--- src/rtl/gnrl_slot_alloc_module_if.sv ---
// ============================================================================
// gnrl_slot_alloc_module_if : request/offer bundle of the slot allocator
// Rev 1.0 : initial release
// ============================================================================
`default_nettype none

interface gnrl_slot_alloc_module_if #(
    parameter int ENTRIES = 64,
    parameter int SEL     = 4
);
    localparam int IDX_W = $clog2(ENTRIES);
    localparam int CNT_W = $clog2(ENTRIES + 1);
    localparam int REQ_W = $clog2(SEL + 1);

    logic                   i_flush;
    logic [REQ_W-1:0]       i_alloc_cnt;
    logic [ENTRIES-1:0]     i_rls_vec;
    logic [SEL*IDX_W-1:0]   o_alloc_idx;
    logic [SEL-1:0]         o_alloc_vld;
    logic                   o_alloc_rdy;
    logic [CNT_W-1:0]       o_free_cnt;
    logic                   o_dbl_rls;

    modport master (
        output i_flush, i_alloc_cnt, i_rls_vec,
        input  o_alloc_idx, o_alloc_vld, o_alloc_rdy, o_free_cnt, o_dbl_rls
    );

    modport slave (
        input  i_flush, i_alloc_cnt, i_rls_vec,
        output o_alloc_idx, o_alloc_vld, o_alloc_rdy, o_free_cnt, o_dbl_rls
    );
endinterface

`default_nettype wire

--- src/rtl/gnrl_slot_alloc_module.sv ---
// ============================================================================
// gnrl_slot_alloc_module : free-bitmap allocator offering the SEL lowest free
// slots per cycle, with all-or-nothing grant, release, flush and free count.
// Rev 1.0 : initial release
// ============================================================================
`default_nettype none

module gnrl_slot_alloc_module #(
    parameter int ENTRIES = 64,
    parameter int SEL     = 4
) (
    input  logic                      clk,
    input  logic                      rst_n,
    gnrl_slot_alloc_module_if.slave   bus
);
    localparam int IDX_W = $clog2(ENTRIES);
    localparam int CNT_W = $clog2(ENTRIES + 1);
    localparam int REQ_W = $clog2(SEL + 1);

    logic [ENTRIES-1:0]     r_free_map;
    logic [CNT_W-1:0]       r_free_cnt;
    logic                   r_dbl_rls;

    logic [SEL*IDX_W-1:0]   w_alloc_idx;
    logic [SEL-1:0]         w_alloc_vld;
    logic [REQ_W-1:0]       w_offer_cnt;
    logic [ENTRIES-1:0]     w_take;
    logic                   w_alloc_rdy;
    logic                   w_grant;
    logic [ENTRIES-1:0]     w_valid_rls;
    logic                   w_dbl_rls;
    logic [CNT_W-1:0]       w_rls_cnt;
    logic [CNT_W-1:0]       w_grant_cnt;
    logic [ENTRIES-1:0]     w_free_map_nxt;
    logic [CNT_W-1:0]       w_free_cnt_nxt;

    // Single ascending scan: the n-th free slot found feeds lane n, and is
    // marked for taking when n falls below the requested count.
    always_comb begin
        w_alloc_idx = '0;
        w_alloc_vld = '0;
        w_offer_cnt = '0;
        w_take      = '0;
        for (int j = 0; j < ENTRIES; j++) begin
            if (r_free_map[j] && (w_offer_cnt < REQ_W'(SEL))) begin
                for (int k = 0; k < SEL; k++) begin
                    if (w_offer_cnt == REQ_W'(k)) begin
                        w_alloc_vld[k]                 = 1'b1;
                        w_alloc_idx[k*IDX_W +: IDX_W]  = IDX_W'(j);
                    end
                end
                w_take[j]   = (w_offer_cnt < bus.i_alloc_cnt);
                w_offer_cnt = w_offer_cnt + REQ_W'(1);
            end
        end
    end

    // Requests above SEL can never fit under w_offer_cnt, so they read as not ready.
    assign w_alloc_rdy = (bus.i_alloc_cnt <= w_offer_cnt);
    assign w_grant     = w_alloc_rdy && (bus.i_alloc_cnt != '0);
    assign w_valid_rls = bus.i_rls_vec & ~r_free_map;
    assign w_dbl_rls   = |(bus.i_rls_vec & r_free_map);
    assign w_grant_cnt = w_grant ? CNT_W'(bus.i_alloc_cnt) : '0;

    always_comb begin
        w_rls_cnt = '0;
        for (int j = 0; j < ENTRIES; j++) begin
            w_rls_cnt = w_rls_cnt + CNT_W'(w_valid_rls[j]);
        end
    end

    // Granted slots are free and released slots are busy, so the two masks never overlap.
    assign w_free_map_nxt = (r_free_map & ~(w_take & {ENTRIES{w_grant}})) | w_valid_rls;
    assign w_free_cnt_nxt = r_free_cnt - w_grant_cnt + w_rls_cnt;

    always_ff @(posedge clk or negedge rst_n) begin
        if (!rst_n) begin
            r_free_map <= '1;
            r_free_cnt <= CNT_W'(ENTRIES);
            r_dbl_rls  <= 1'b0;
        end else if (bus.i_flush) begin
            r_free_map <= '1;
            r_free_cnt <= CNT_W'(ENTRIES);
            r_dbl_rls  <= 1'b0;
        end else begin
            r_free_map <= w_free_map_nxt;
            r_free_cnt <= w_free_cnt_nxt;
            r_dbl_rls  <= w_dbl_rls;
        end
    end

    assign bus.o_alloc_idx = w_alloc_idx;
    assign bus.o_alloc_vld = w_alloc_vld;
    assign bus.o_alloc_rdy = w_alloc_rdy;
    assign bus.o_free_cnt  = r_free_cnt;
    assign bus.o_dbl_rls   = r_dbl_rls;

endmodule

`default_nettype wire

--- src/flat_wrapper.sv ---
// flat-port wrapper written by rule: the top's interface ports become plain ports
module gnrl_slot_alloc_module_flat 
#(
    parameter int ENTRIES = 64,
    parameter int SEL     = 4
)
  (clk, rst_n, bus_i_flush, bus_i_alloc_cnt, bus_i_rls_vec, bus_o_alloc_idx, bus_o_alloc_vld, bus_o_alloc_rdy, bus_o_free_cnt, bus_o_dbl_rls);
  gnrl_slot_alloc_module_if #(.ENTRIES(ENTRIES), .SEL(SEL)) bus_i ();
  input  logic clk;
  input  logic rst_n;
  input wire logic [$bits(bus_i.i_flush)-1:0] bus_i_flush;
  input wire logic [$bits(bus_i.i_alloc_cnt)-1:0] bus_i_alloc_cnt;
  input wire logic [$bits(bus_i.i_rls_vec)-1:0] bus_i_rls_vec;
  output wire logic [$bits(bus_i.o_alloc_idx)-1:0] bus_o_alloc_idx;
  output wire logic [$bits(bus_i.o_alloc_vld)-1:0] bus_o_alloc_vld;
  output wire logic [$bits(bus_i.o_alloc_rdy)-1:0] bus_o_alloc_rdy;
  output wire logic [$bits(bus_i.o_free_cnt)-1:0] bus_o_free_cnt;
  output wire logic [$bits(bus_i.o_dbl_rls)-1:0] bus_o_dbl_rls;
  assign bus_i.i_flush = bus_i_flush;
  assign bus_i.i_alloc_cnt = bus_i_alloc_cnt;
  assign bus_i.i_rls_vec = bus_i_rls_vec;
  assign bus_o_alloc_idx = bus_i.o_alloc_idx;
  assign bus_o_alloc_vld = bus_i.o_alloc_vld;
  assign bus_o_alloc_rdy = bus_i.o_alloc_rdy;
  assign bus_o_free_cnt = bus_i.o_free_cnt;
  assign bus_o_dbl_rls = bus_i.o_dbl_rls;
  gnrl_slot_alloc_module #(.ENTRIES(ENTRIES), .SEL(SEL)) u_core (.clk(clk), .rst_n(rst_n), .bus(bus_i));
endmodule
--- config.mk ---
export PLATFORM = sky130hd
export DESIGN_NAME = gnrl_slot_alloc_module_flat
export DESIGN_NICKNAME = d
export VERILOG_FILES = /design/src/rtl/gnrl_slot_alloc_module_if.sv /design/src/rtl/gnrl_slot_alloc_module.sv /design/src/flat_wrapper.sv
export SDC_FILE = /design/constraint.sdc
export NUM_CORES = 1
export LEC_CHECK = 0
export ABC_AREA = 1
export ABC_CLOCK_PERIOD_IN_PS = 54400
export BUFFER_PORTS_ARGS = -buffer_cell sky130_fd_sc_hd__buf_4
export CAP_MARGIN = 15
export CORE_ASPECT_RATIO = 1.4
export CORE_MARGIN = 3
export CORE_UTILIZATION = 45
export CTS_BUF_LIST = sky130_fd_sc_hd__clkbuf_16
export DETAILED_ROUTE_END_ITERATION = 8
export SYNTH_ARGS = -nofsm -noshare
export SYNTH_HDL_FRONTEND = slang
export SYNTH_SLANG_ARGS = --single-unit
--- constraint.sdc ---
create_clock -name clk -period 54.4 [get_ports clk]
set_clock_uncertainty 0.2 [all_clocks]
set_input_delay 13.6 -clock clk [delete_from_list [all_inputs] [get_ports clk]]
set_output_delay 13.6 -clock clk [all_outputs]
set_load 0.02 [all_outputs]
**After elaboration in Yosys (flattened, before gate mapping)**

Cells that the tools add are included.

- Add/sub/neg operators: 128
- Mux-type cells: 763
- Reductions and logical operators: 129
- Bitwise gates (word level): 7
- Magnitude comparators: 128
- Eq/ne operators: 189

Operators with widths:

| operator | number |
|---|---|
| two-way mux 24 bit | 63 |
| two-way mux 6 bit | 248 |
| adder 7 x 1 -> 7 bit | 62 |
| == test 3 x 2 -> 1 bit (second input constant) | 124 |
| two-way mux 1 bit | 323 |
| bitwise AND 64 bit | 4 |
| two-way mux 4 bit | 63 |
| two-way mux 3 bit | 64 |
| zero test 3 bit | 63 |
| adder 3 x 1 -> 3 bit (second input constant) | 62 |
| == test 3 x 1 -> 1 bit (second input constant) | 62 |
| < comparator 3 bit | 62 |
| < comparator 3 bit (second input constant) | 62 |
| inverter 64 bit | 2 |
| logical AND 1 bit | 64 |
| two-way mux 64 bit | 1 |
| OR 64 bit | 1 |
| OR reduction 64 bit | 1 |
| adder 7 bit | 1 |
| two-way mux 7 bit | 1 |
| subtractor 7 bit | 1 |
| == test 1 x 2 -> 1 bit (second input constant) | 2 |
| <= comparator 3 bit | 1 |
| < comparator 1 x 3 -> 1 bit | 1 |
| 6 further kinds | 6 |

- Register bits: 72
- Output and inout port bits: 37
- Input bits: 70
- Word-level logic and storage cells: 1,347

**Longest topological paths before layout**

Gate-level depths: netlist (run 1).

- Depth after elaboration: 197
- Depth in mapped cells: 303

**Least setup slack after synthesis (run 1)**

Ideal clock, no wire load.

- Kind: register -> output
- From: register u_core.r_free_map[0]
- To: output port bus_o_alloc_rdy
- Buffers on the path: 4
- Cell stages (with the launch flop): 242
- Arrival time: 40.205 ns
- Path slack: 0.395 ns
- Cells stage by stage: dfstp_2 > inv_1 > fa_1 > inv_1 > ha_1 > inv_1 > ha_1 > nand2_4 > nand2_2 > inv_1 > ha_1 > inv_1 > nand2_1 > nand3_4 > nor2_4 > inv_1 > clkbuf_1 > nand2_1 > [206 not listed] > nor2_1 > nor2_8 > inv_4 > nor2_2 > inv_1 > nand3_1 > nand2_1 > inv_1 > ha_1 > or2_2 > nand2_1 > ha_1 > nand2_1 > xnor2_1 > ha_1 > a21oi_1 > o21ai_0 > nand2_1

- Cells in the longest elaborated chain, start to end: 191

RTL lines:

| what | line | text |
|---|---|---|
| start, declared | gnrl_slot_alloc_module.sv:20 | `logic [ENTRIES-1:0] r_free_map;` |
| start signal, assigned | gnrl_slot_alloc_module.sv:86 | `r_free_map <= w_free_map_nxt;` |
| two-way mux 1 bit * | gnrl_slot_alloc_module.sv:45 | `if (r_free_map[j] && (w_offer_cnt < REQ_W'(SEL))) begin` |
| < comparator 1 x 3 -> 1 bit | gnrl_slot_alloc_module.sv:45 |  |
| logical AND 1 bit | gnrl_slot_alloc_module.sv:45 |  |
| two-way mux 3 bit * | gnrl_slot_alloc_module.sv:45 |  |
| < comparator 3 bit | gnrl_slot_alloc_module.sv:45 |  |
| logical AND 1 bit | gnrl_slot_alloc_module.sv:45 |  |
| two-way mux 3 bit * | gnrl_slot_alloc_module.sv:45 |  |
| < comparator 3 bit | gnrl_slot_alloc_module.sv:45 |  |
| [175 not listed] | - |  |
| two-way mux 3 bit * | gnrl_slot_alloc_module.sv:45 |  |
| < comparator 3 bit | gnrl_slot_alloc_module.sv:45 |  |
| logical AND 1 bit | gnrl_slot_alloc_module.sv:45 |  |
| two-way mux 3 bit * | gnrl_slot_alloc_module.sv:45 |  |
| < comparator 3 bit | gnrl_slot_alloc_module.sv:45 |  |
| logical AND 1 bit | gnrl_slot_alloc_module.sv:45 |  |
| two-way mux 3 bit * | gnrl_slot_alloc_module.sv:45 |  |
| <= comparator 3 bit * | gnrl_slot_alloc_module.sv:59 | `assign w_alloc_rdy = (bus.i_alloc_cnt <= w_offer_cnt);` |
| end, declared | flat_wrapper.sv:16 | `output wire logic [$bits(bus_i.o_alloc_rdy)-1:0] bus_o_alloc_rdy;` |

Mark *: on every way between the ends. The rest lies on a longest branch, timed or not.

**Final worst setup path (run 1)**

- From: register u_core.r_free_map[1]
- To: output port bus_o_alloc_rdy

- Cells in the longest elaborated chain, start to end: 189

RTL lines:

| what | line |
|---|---|
| logical AND 1 bit * | gnrl_slot_alloc_module.sv:45 |
| two-way mux 3 bit * | gnrl_slot_alloc_module.sv:45 |
| < comparator 3 bit | gnrl_slot_alloc_module.sv:45 |
| logical AND 1 bit | gnrl_slot_alloc_module.sv:45 |
| two-way mux 3 bit * | gnrl_slot_alloc_module.sv:45 |
| < comparator 3 bit | gnrl_slot_alloc_module.sv:45 |
| logical AND 1 bit | gnrl_slot_alloc_module.sv:45 |
| two-way mux 3 bit * | gnrl_slot_alloc_module.sv:45 |
| [173 not listed] | - |
| two-way mux 3 bit * | gnrl_slot_alloc_module.sv:45 |
| < comparator 3 bit | gnrl_slot_alloc_module.sv:45 |
| logical AND 1 bit | gnrl_slot_alloc_module.sv:45 |
| two-way mux 3 bit * | gnrl_slot_alloc_module.sv:45 |
| < comparator 3 bit | gnrl_slot_alloc_module.sv:45 |
| logical AND 1 bit | gnrl_slot_alloc_module.sv:45 |
| two-way mux 3 bit * | gnrl_slot_alloc_module.sv:45 |
| <= comparator 3 bit * | gnrl_slot_alloc_module.sv:59 |

Marked as above.

==> results of run 1 <==
## how the worst max path moves through the flow
stage                               from                 end  slack (ps)  cells after the start
floorplan           u_core.r_free_map[0]     bus_o_alloc_rdy         400                    241
global placement    u_core.r_free_map[0]  bus_o_alloc_vld[3]        -630                    242
detailed placement  u_core.r_free_map[0]     bus_o_alloc_rdy       -1510                    245
CTS                 u_core.r_free_map[1]     bus_o_alloc_rdy          50                    253
global route        u_core.r_free_map[1]     bus_o_alloc_rdy        -170                    246
finish              u_core.r_free_map[1]     bus_o_alloc_rdy        1770                    247
## final cells by class
| type | count | area [um2] | share of cell area |
|---|---|---|---|
| diodes | 2 | 5.00 | 0.000191 |
| clock buffers | 9 | 225 | 0.00860 |
| clock inverters | 7 | 63.8 | 0.00244 |
| inverters | 581 | 2280 | 0.0870 |
| multi-input cells | 2353 | 18200 | 0.696 |
| flip-flops and latches | 72 | 1880 | 0.0719 |
| well taps | 624 | 781 | 0.0298 |
| repair buffers | 358 | 2710 | 0.104 |
## logic make-up (layout without fill, tap and decap cells)
logic type,after synthesis,in the layout,share of synthesized area
simple gates,1318,1318,0.310
other cells,0,2,0
compound gates,492,492,0.156
flops,72,72,0.0877
fa+ha+maj,531,531,0.330
xor+xnor,12,12,0.00525
buf+inv,607,955,0.111
## flip-flops by register name, summed over array words and instances, names as in the netlist
| register | count |
|---|---|
| u_core.bus.o_dbl_rls | 1 |
| u_core.bus.o_free_cnt | 7 |
| u_core.r_free_map | 64 |
## critical path, delay by kind of cell, from the launching register on
kind | cells | cell delay [ps]
adders and majority gates | 63 | 16790
and+or+nand+nor | 87 | 9590
buffers and inverters | 66 | 5980
AOI/OAI and AO/OA | 30 | 5250
DFF | 1 | 590
xor gates and xnor gates | 1 | 150
## metrics by stage
step	TNS, ps	instance area [um2]
6_report	0	26200
5_1_grt	-522	26200
4_1_cts	0	24900
3_5_place_dp	-34520	24100
3_3_place_gp	-9510	24100
2_1_floorplan	0	21500
## cells in the final DEF (no fill, tap or decap), types with 6 or more instances in the layout
cell       instances
a21boi_0          10
a21oi_1          103
a221oi_1          11
a22o_1             8
a31oi_1           19
a41oi_1            6
buf_4            354
clkbuf_16          9
dfrtp_1            7
dfstp_2           65
fa_1              57
ha_1             452
ha_4              17
inv_1            475
inv_2             72
inv_4             27
nand2_1          523
nand2_2           82
nand2_4           36
nand3_1          278
nand3_2           59
nand3_4           19
nand4_1           34
nor2_1           138
nor2_2            16
nor2_4            51
nor2_8            14
nor3_1            23
nor4_1             9
o211ai_1          67
o21ai_0          157
o21ai_1            6
o21ai_2           13
o21ai_4           48
o22ai_1           19
or2_2             29
xor2_1             8
## timing repair
item	in CTS	in global routing
hold buffers	0	0
resized for setup	75	190
pin swaps	21	88
setup buffers	30	64
endpoints found under the setup margin	29	29
## per-layer routing
| metal | part of all wire | up-vias | track usage |
|---|---|---|---|
| li1 | - | 10700 | - |
| met3 | 0.042 | 200 | 0.0271 |
| met2 | 0.49 | 645 | 0.553 |
| met1 | 0.40 | 10500 | 0.370 |
| met5 | 0 | - | 0 |
| met4 | 0.061 | 0 | 0.163 |
==> results.sh, run 1 <==
export IMPL_vias_per_cell=5.51
export IMPL_whs_path_depth=2
export IMPL_initial_core_util=0.456
export IMPL_post_drt_wl_per_cell_um=20.2
export IMPL_holdPathEnd="u_core.r_free_map[63]"
export IMPL_ys_async_sr_fraction=1.00
export IMPL_die_area_mm2=0.0504
export IMPL_netlist_area_mm2=0.0215
export IMPL_synth_cells=3032
export IMPL_rows=94
export IMPL_hp_start="u_core.r_free_map[63]"
export IMPL_slowest_delay_ps=590
export IMPL_yosysSeqAreaShare=0.0877
export IMPL_worstSetupEndpointType="primary output"
export IMPL_drt_iter0_markers=1397
export IMPL_hold_slack_ps=283
export IMPL_final_antenna_net_count=0
export IMPL_hold_viol=0
export IMPL_status="completed"
export IMPL_crit_fanout=8
export IMPL_fin_cells=4006
export IMPL_setup_violations=0
export IMPL_timing_rr_start="u_core.r_free_map[1]"
export IMPL_port_buffers=106
export IMPL_clock_sinks=72
export IMPL_cts_tree="built"
export IMPL_root_buffer="clkbuf_16"
export IMPL_synth_edf_count=0
export IMPL_die_w_um=191
export IMPL_cts_buffer_depth=2
export IMPL_synth_main_ff_cell="dfstp_2"
export IMPL_cts_made_buffers=9
export IMPL_maxCapViolCount=0
export IMPL_fin_util=0.556
export IMPL_crit_slowest_cell="dfstp_2"
export IMPL_synth_top_cell_by_area="ha_1"
export IMPL_final_nets=3976
export IMPL_synth_seq_cells=72
export IMPL_grt_max_degree=66
export IMPL_cp_arrival_ps=38830
export IMPL_synthDistinctLibCells=62
export IMPL_grt_ovfl_total=0
export IMPL_drt_total_wl_mm=81.1
export IMPL_critPathRequiredTime_ps=40600
export IMPL_drive_gt1_frac=0.278
export IMPL_firstDrtPassIters=5
export IMPL_cp_common_cell="ha_1"
export IMPL_grtUsageTotal=0.311
export IMPL_io_pin_count=107
export IMPL_place_hpwl_mm=66.7
export IMPL_r2r_end="u_core.bus.o_free_cnt[6]"
export IMPL_drc=0
export IMPL_relSlewSlack=0.256
export IMPL_fin_crit_ps=52630
export IMPL_syn2layout_area_growth_pct=22.0
export IMPL_tightest_slew_ps=1120
export IMPL_netlist_area_leader_share=0.276
export IMPL_core_area_mm2=0.0470
export IMPL_num_fill_cells=4649
export IMPL_yosysMostFrequentCell="nand2_1"
export IMPL_reg2reg_slack_ps=9070
export IMPL_globalplace_congestion=0.993
export IMPL_hold_path_class="reg2reg"
export IMPL_antenna_found_initial=2
export IMPL_crit_type="reg2out"
export IMPL_avgSynthCellArea_um2=7.08
export IMPL_startpoint_type="register"
export IMPL_die_h_um=264
export IMPL_num_vias=22100
export IMPL_grt_pass1_wl_mm=121
export IMPL_fin_crit_sh=0.967
export IMPL_setup_slack_ps=1770
export IMPL_synth_nets=3633
export IMPL_cts_max_level=3
export IMPL_yosysWarnings=0
export IMPL_r2r_cells=270
export IMPL_preCtsSetupSlack_ps=-1510
export IMPL_clk_pin_slew_ps=70
export IMPL_clock_latency_ps=380
export IMPL_grt_pass1_vias=22200
export IMPL_max_freq_ghz=0.0190
export IMPL_netlist_top_cells_area="ha_1 (28%), nand2_1 (10%), inv_1 (9.0%)"
export IMPL_maxSlewViolCount=0
export IMPL_dp_cells=3894
export IMPL_yosys_top_cells_count="nand2_1 (574), inv_1 (515), ha_1 (473)"
Power of run 1 is left out: the tool's default activity adds up to more than one toggle a clock period on the data nets, which glitch-free logic cannot reach.
==> inputs of run 2 (changes only) <==
--- a/config.mk
+++ b/config.mk
@@ -6,10 +6,9 @@
 export NUM_CORES = 1
 export LEC_CHECK = 0
 export ABC_AREA = 1
-export ABC_CLOCK_PERIOD_IN_PS = 54400
+export ABC_CLOCK_PERIOD_IN_PS = 48200
 export BUFFER_PORTS_ARGS = -buffer_cell sky130_fd_sc_hd__buf_4
 export CAP_MARGIN = 15
-export CORE_ASPECT_RATIO = 1.4
 export CORE_MARGIN = 3
 export CORE_UTILIZATION = 45
 export CTS_BUF_LIST = sky130_fd_sc_hd__clkbuf_16
==> constraint.sdc (replaced) <==
create_clock -name clk -period 48.2 [get_ports clk]
set_clock_uncertainty 0.2 [all_clocks]
set_input_delay 12.05 -clock clk [delete_from_list [all_inputs] [get_ports clk]]
set_output_delay 12.05 -clock clk [all_outputs]
set_load 0.02 [all_outputs]
==> results.sh, run 2 (synthesis results as in run 1) <==
export IMPL_drt_total_wl_mm=85.3
export IMPL_root_buffer="clkbuf_16"
export IMPL_num_vias=23400
export IMPL_crit_fanout=6
export IMPL_place_hpwl_mm=68.3
export IMPL_layout_common_cells="buf_4 (591), nand2_1 (484), inv_1 (412)"
export IMPL_num_fill_cells=4174
export IMPL_max_freq_ghz=0.0212
export IMPL_final_nets=4222
export IMPL_seqCellArea_mm2=0.00188
export IMPL_relSlewSlack=0.336
export IMPL_status="completed"
export IMPL_hold_path_class="reg2reg"
export IMPL_maxSlewViolCount=0
export IMPL_hold_viol=0
export IMPL_slowest_delay_ps=590
export IMPL_maxCapViolCount=0
export IMPL_port_buffers=106
export IMPL_firstDrtPassIters=5
export IMPL_die_h_um=224
export IMPL_grtUsageTotal=0.321
export IMPL_critPathRequiredTime_ps=35950
export IMPL_rsz0062_at_grt="true"
export IMPL_fin_util=0.637
export IMPL_io_pin_count=107
export IMPL_n_antenna_cell=0
export IMPL_cp_common_cell="ha_4"
export IMPL_antenna_found_initial=2
export IMPL_clk_pin_slew_ps=70
export IMPL_drc=0
export IMPL_initial_core_util=0.458
export IMPL_cts_max_level=3
export IMPL_clock_latency_ps=370
export IMPL_grt_pass1_wl_mm=126
export IMPL_grt_max_degree=53
export IMPL_top_register="u_core.r_free_map"
export IMPL_cts_tree="built"
export IMPL_post_drt_wl_per_cell_um=20.2
export IMPL_syn2layout_area_growth_pct=39.0
export IMPL_crit_slowest_cell="fa_2"
export IMPL_drive_gt1_frac=0.393
export IMPL_crit_type="reg2out"
export IMPL_cts_made_buffers=9
export IMPL_cts_hold_buf=0
export IMPL_drt_iter0_markers=1757
export IMPL_clock_sinks=72
export IMPL_tightest_slew_ps=997
export IMPL_rows=79
export IMPL_core_area_mm2=0.0469
export IMPL_cp_arrival_ps=35030
export IMPL_grt_ovfl_total=0
export IMPL_die_w_um=224
export IMPL_fin_crit_sh=0.981
export IMPL_die_area_mm2=0.0503
export IMPL_grt_pass1_vias=22500
export IMPL_vias_per_cell=5.53
export IMPL_multi_input_area_mm2=0.0200
export IMPL_setup_violations=0
export IMPL_mostFrequentLayoutCell="buf_4"
export IMPL_fin_tns_setup_ps=0
export IMPL_globalplace_congestion=0.979
export IMPL_cts_buffer_depth=2
export IMPL_worstSetupEndpointType="primary output"
export IMPL_fin_crit_ps=47280
export IMPL_final_antenna_net_count=0
export IMPL_startpoint_type="register"
export IMPL_largest_reg_flops=64
## run 2: changes by cell type in the layout (fill, tap and decap cells not counted), moves of 27 or more
cell	previous run	this run
ha_2	4	31
ha_1	452	342
ha_4	17	100
inv_2	72	104
nand2_4	36	63
nand2_1	523	484
buf_4	354	591
inv_1	475	412
inv_4	27	59
## run 2: path summary, 6_finish.rpt
path                                       start                       end  slack (ps)  depth (start not counted)
max in group asynchronous                  rst_n     u_core.r_free_map[38]       35320                          2
min reg2reg                u_core.r_free_map[63]     u_core.r_free_map[63]         280                          2
min                        u_core.r_free_map[63]     u_core.r_free_map[63]         280                          2
min in group asynchronous                  rst_n  u_core.bus.o_free_cnt[2]       11390                          1
max                         u_core.r_free_map[0]        bus_o_alloc_vld[3]         920                        240
max reg2reg                 u_core.r_free_map[0]  u_core.bus.o_free_cnt[6]        6760                        265
## run 2: final cells by class
| class | count | area share |
|---|---|---|
| Multi-Input combinational cell | 2353 | 0.670 |
| Inverter | 581 | 0.0788 |
| Clock buffer | 9 | 0.00755 |
| Sequential cell | 72 | 0.0631 |
| Clock inverter | 7 | 0.00155 |
| Tap cell | 607 | 0.0255 |
| Timing Repair Buffer | 604 | 0.154 |
## run 2: metrics by stage
| stage | hold WS (ps) | worst slack (ps) | cell area, um2 | cells |
|---|---|---|---|---|
| CTS | 283 | 0.750 | 27200 | 4068 |
| floorplan | 249 | 19.9 | 22600 | 3032 |
| global route | 304 | -585 | 29800 | 4233 |
| finish | 284 | 922 | 29800 | 4233 |
| detailed placement | 273 | -1260 | 26100 | 3997 |
| global placement | 261 | -527 | 26100 | 3997 |
## run 2: metal layers
layer | vias up | GRT usage | routed length (um)
met3 | 188 | 0.0414 | 5420
met2 | 755 | 0.533 | 39600
li1 | 11200 | - | -
met1 | 11200 | 0.428 | 36500
met4 | 4 | 0.117 | 3740
met5 | - | 0 | 27
## run 2: worst max-delay path, delay by kind of cell (launching register included)
family / cells / cell delay [ps]
simple gates: 88 / 9340
fa+ha+maj: 62 / 14000
flops: 1 / 560
buf+inv: 62 / 5290
compound gates: 28 / 5280
## run 2: what timing repair did
action,in CTS,in global routing
setup buffers,55,165
gates resized for setup,96,307
cloned,0,0
pin swaps,80,183
endpoints found under the setup margin,29,29
endpoints found under the hold margin,0,0
Power of run 2 is left out for the same reason.
